`src/rtl/pipe_sel_buf.sv`:
```
// N:1 datapath select feeding a registered two-entry skid buffer with a
// valid/ready handshake, synchronous flush and a sticky out-of-range select flag.
module pipe_sel_buf #(
  parameter int              WL      = 32,
  parameter int              NIN     = 4,
  parameter int              SW      = $clog2(NIN),
  parameter logic [WL-1:0]   RST_VAL = '0
) (
  input  logic              clk,
  input  logic              rst_n,
  input  logic [NIN*WL-1:0] din,
  input  logic [SW-1:0]     sel,
  input  logic              in_valid,
  output logic              in_ready,
  input  logic              flush,
  output logic [WL-1:0]     dout,
  output logic              out_valid,
  input  logic              out_ready,
  output logic              sel_err
);

  typedef enum logic [1:0] {EMPTY, ONE, FULL} state_t;

  state_t          state_reg, state_next;
  logic [WL-1:0]   main_reg, main_next;
  logic [WL-1:0]   skid_reg, skid_next;
  logic            in_ready_reg, in_ready_next;
  logic            out_valid_reg, out_valid_next;
  logic            sel_err_reg, sel_err_next;

  logic [WL-1:0]   chan [NIN];
  logic [WL-1:0]   word;
  logic            sel_ok;
  logic            accept;
  logic            pop;

  genvar gi;
  generate
    for (gi = 0; gi < NIN; gi++) begin : g_chan
      assign chan[gi] = din[gi*WL +: WL];
    end
  endgenerate

  // Out-of-range selects fall back to channel 0 and are reported via sel_ok.
  always_comb begin
    word   = chan[0];
    sel_ok = 1'b0;
    for (int k = 0; k < NIN; k++) begin
      if (sel == SW'(k)) begin
        word   = chan[k];
        sel_ok = 1'b1;
      end
    end
  end

  assign accept = in_valid & in_ready_reg;
  assign pop    = out_valid_reg & out_ready;

  always_comb begin
    state_next   = state_reg;
    main_next    = main_reg;
    skid_next    = skid_reg;
    sel_err_next = sel_err_reg | (accept & ~sel_ok);

    case (state_reg)
      EMPTY: begin
        if (accept) begin
          state_next = ONE;
          main_next  = word;
        end
      end
      ONE: begin
        if (accept && !pop) begin
          state_next = FULL;
          skid_next  = word;
        end else if (accept && pop) begin
          main_next = word;
        end else if (pop) begin
          state_next = EMPTY;
        end
      end
      FULL: begin
        if (pop) begin
          state_next = ONE;
          main_next  = skid_reg;
        end
      end
      default: state_next = EMPTY;
    endcase

    // Flush wins over everything; the select error is deliberately kept.
    if (flush) begin
      state_next = EMPTY;
      main_next  = RST_VAL;
    end

    in_ready_next  = (state_next != FULL);
    out_valid_next = (state_next != EMPTY);
  end

  always_ff @(posedge clk or negedge rst_n) begin
    if (!rst_n) begin
      state_reg     <= EMPTY;
      main_reg      <= RST_VAL;
      skid_reg      <= RST_VAL;
      in_ready_reg  <= 1'b1;
      out_valid_reg <= 1'b0;
      sel_err_reg   <= 1'b0;
    end else begin
      state_reg     <= state_next;
      main_reg      <= main_next;
      skid_reg      <= skid_next;
      in_ready_reg  <= in_ready_next;
      out_valid_reg <= out_valid_next;
      sel_err_reg   <= sel_err_next;
    end
  end

  assign in_ready  = in_ready_reg;
  assign out_valid = out_valid_reg;
  assign dout      = main_reg;
  assign sel_err   = sel_err_reg;

endmodule

```
`config.mk`:
```
export PLATFORM = sky130hd
export DESIGN_NAME = pipe_sel_buf
export DESIGN_NICKNAME = d
export VERILOG_FILES = /design/src/rtl/pipe_sel_buf.sv
export SDC_FILE = /design/constraint.sdc
export NUM_CORES = 1
export LEC_CHECK = 0
export CAP_MARGIN = 20
export CORE_UTILIZATION = 43
export DETAILED_ROUTE_END_ITERATION = 10
export GPL_ROUTABILITY_DRIVEN = 0
export GPL_TIMING_DRIVEN = 0
export PLACE_DENSITY_LB_ADDON = 0.12
export SYNTH_ARGS = -nofsm -noshare
export SYNTH_HDL_FRONTEND = slang
export SYNTH_SLANG_ARGS = --single-unit
export TNS_END_PERCENT = 30
```
`constraint.sdc`:
```
create_clock -name clk -period 2.5 [get_ports clk]
set_clock_uncertainty 0.15 [all_clocks]
set_input_delay 0.75 -clock clk [delete_from_list [all_inputs] [get_ports clk]]
set_output_delay 0.75 -clock clk [all_outputs]
set_load 0.01 [all_outputs]
```
==> metrics.cfg <==
[outcome]
run_status = finished, violations left
failed_checks = DRC

[global_routing]
grt_pass1_wl_mm = 17.8
grt_overflow_total = 0
antenna_found_initial = 0
grt_usage_pct = 23.9
grt_pass1_vias = 3566
grt_max_degree = 70

[synth]
synth_edf_count = 0
synth_top_area_share_pct = 42.9
synthTopCellsByCount = dfrtp_1, nand2_1, mux2_2, mux4_2, nor3_1
synth_area_leader_cell = dfrtp_1
syn_inst = 313
netlist_area_um2 = 3970
syn_nets = 448
synth_flop_cell = dfrtp_1
post_synth_num_cell_types = 24
ys_seq_area_share_pct = 43.5
synth_most_common_cell = dfrtp_1
ys_async_sr_fraction_pct = 100
ys_warn_count = 0
avgSynthCellArea_um2 = 12.7
netlist_top_cells_area = dfrtp_1, mux4_2, a311oi_2
synth_seq_cells = 69

[final_layout]
fin_nets = 626
antenna_cells = 0
seq_area_um2 = 1730
syn_to_final_growth_pct = 50.8
layoutNonFillerInstCount = 604
multiInputGateArea_um2 = 2070
drive_above_1_share_pct = 27.6
fill_cells = 707

[timing]
finalMaxSlewViolations = 0
min_period_ns = 2.35
period_share_pct = 94.1
hold_viol_final = 0
worst_slew_pin_slew_ns = 0.890
rsz0062_at_grt = no
max_slew_margin_pct = 40.6
max_freq_mhz = 425
finalSetupViolations = 0

[drt]
drtPass1Iterations = 7
via_per_inst = 5.56
finalWirelength_mm = 10.8
drc = 8
ant_nets = 0
routedWlPerCell_um = 18.0
vias = 3358
drtIter0Drc = 105

[critical_path]
crit_type = input pin to flip-flop
crit_path_end_kind = flip-flop
timing.rr.start = in_ready$_DFF_PN1_
worstPathMaxFanout = 10
regToRegSetupSlack_ns = 0.52
arrival_ns = 2.42
reg2regPathDepth = 4
worstReg2RegEnd = skid_reg[11]$_DFFE_PN0P_
crit_required_ns = 2.57
start_kind = input pin

[power]
power_density_nw_per_um2 = 645
finalPower_uw = 3860
p_leak_uw = 0.00234
max-vdd-ir-drop_uv = 305

[flow_run]
drv_cap = 0

[place]
place_inst = 588
port_buffers = 167
place.detailed.hpwl_mm = 8.09

[hold_path]
hold-path-endpoint = sel_err$_DFF_PN0_
hold_path_depth = 1
hold_start = sel_err$_DFF_PN0_
hold_path.class = flip-flop to flip-flop

[floorplanning]
initial_utilization_pct = 44.9
fp.dieArea_um2 = 9620
core-area_um2 = 8850
die_w_um = 98.1
io_pins = 170
die_h_um = 98.1
rows = 34

[clock_network]
cts_sinks = 69
htreeDepth = 3
cts_buffers = 9
clockRootBuffer = clkbuf_8
clk_latency_ns = 0.35
cts_buffer_depth = 2
path_clk_slew_ns = 0.08
cts_tree = done

==> cells by family after synthesis <==
kind of cell | count (synthesis) | share of synthesized area [%]
simple gates | 107 | 11.4
flops | 69 | 43.5
mux | 65 | 27.5
compound gates | 38 | 13.1
buf+inv | 34 | 4.48
==> worst max-delay path by stage <==
stage | startpoint | end | slack (ns) | depth (start not counted)
CTS | sel[1] | skid_reg[22]$_DFFE_PN0P_ | 0.004 | 4
detailed placement | in_valid | dout[15]$_DFFE_PN0P_ | -0.40 | 6
global route | in_valid | dout[5]$_DFFE_PN0P_ | 0.08 | 7
floorplan | sel[0] | skid_reg[0]$_DFFE_PN0P_ | 0.34 | 4
global placement | rst_n | skid_reg[29]$_DFFE_PN0P_ | -1.81 | 1
finish | in_valid | skid_reg[11]$_DFFE_PN0P_ | 0.15 | 5
==> critical path, stage by stage <==
cell	delay, ns
clkdlybuf4s50_1	0.51
nand4_1	0.15
a21oi_2	0.29
buf_2	0.34
mux2_2	0.38
==> layer usage <==
metal | share of wire [%] | global-route usage, % | wire length, um
met2 | 52 | 41.5 | 5640
met5 | 0 | 0 | 0
met3 | 6.6 | 5.15 | 714
met1 | 40 | 30.1 | 4390
met4 | 0.94 | 6.64 | 102
==> where the power goes <==
group / switching [uW] / internal, uW
logic: 513 / 772
clock network: 449 / 484
registers: 184 / 1460
total: 1150 / 2720
==> cells in the final DEF, fill, tap and decap left out <==
cell type / count
dfrtp_1: 68
nor3_1: 32
mux4_2: 32
clkbuf_1: 9
clkbuf_2: 3
clkbuf_8: 10
a311oi_1: 2
mux2i_1: 1
buf_6: 3
or2_1: 1
nor2_2: 1
nor2_1: 4
clkinv_2: 2
buf_1: 2
clkdlybuf4s50_1: 166
a21oi_1: 2
bufinv_16: 1
nand3b_1: 1
buf_2: 11
a311oi_2: 30
nand2b_1: 1
a221o_1: 1
a21bo_2: 1
dfstp_2: 1
a21oi_2: 1
a21oi_4: 1
nand2_1: 66
clkinvlp_4: 3
nand4_1: 1
buf_4: 5
inv_1: 2
mux2_2: 32
==> metrics by stage <==
stage	TNS [ns]	utilization (%)	worst slack (ns)	hold slack (ns)	area (um^2)
5_1_grt	0	67.6	0.0829	0.334	5980
2_1_floorplan	0	-	0.337	0.304	3970
3_5_place_dp	-20.40	65.2	-0.397	0.297	5770
6_report	0	67.6	0.149	0.310	5980
3_3_place_gp	-143.82	65.3	-1.81	0.292	5780
4_1_cts	0	67.5	0.00425	0.315	5980
==> area by class of cell <==
type / count / area share (%)
plain buffers: 32 / 2.93
clock buffers: 10 / 2.30
well taps: 108 / 2.26
inverters: 2 / 0.125
repair buffers: 167 / 27.9
multi-input cells: 210 / 34.6
clock inverters: 6 / 1.05
flip-flops and latches: 69 / 28.9
==> timing repair <==
| action | in CTS | in global routing |
|---|---|---|
| hold buffers | 0 | 0 |
| endpoints found under the setup margin | 16 | 61 |
| setup buffers | 0 | 0 |
| resized for setup | 3 | 3 |
No activity file was read; power rests on OpenSTA's default activity.
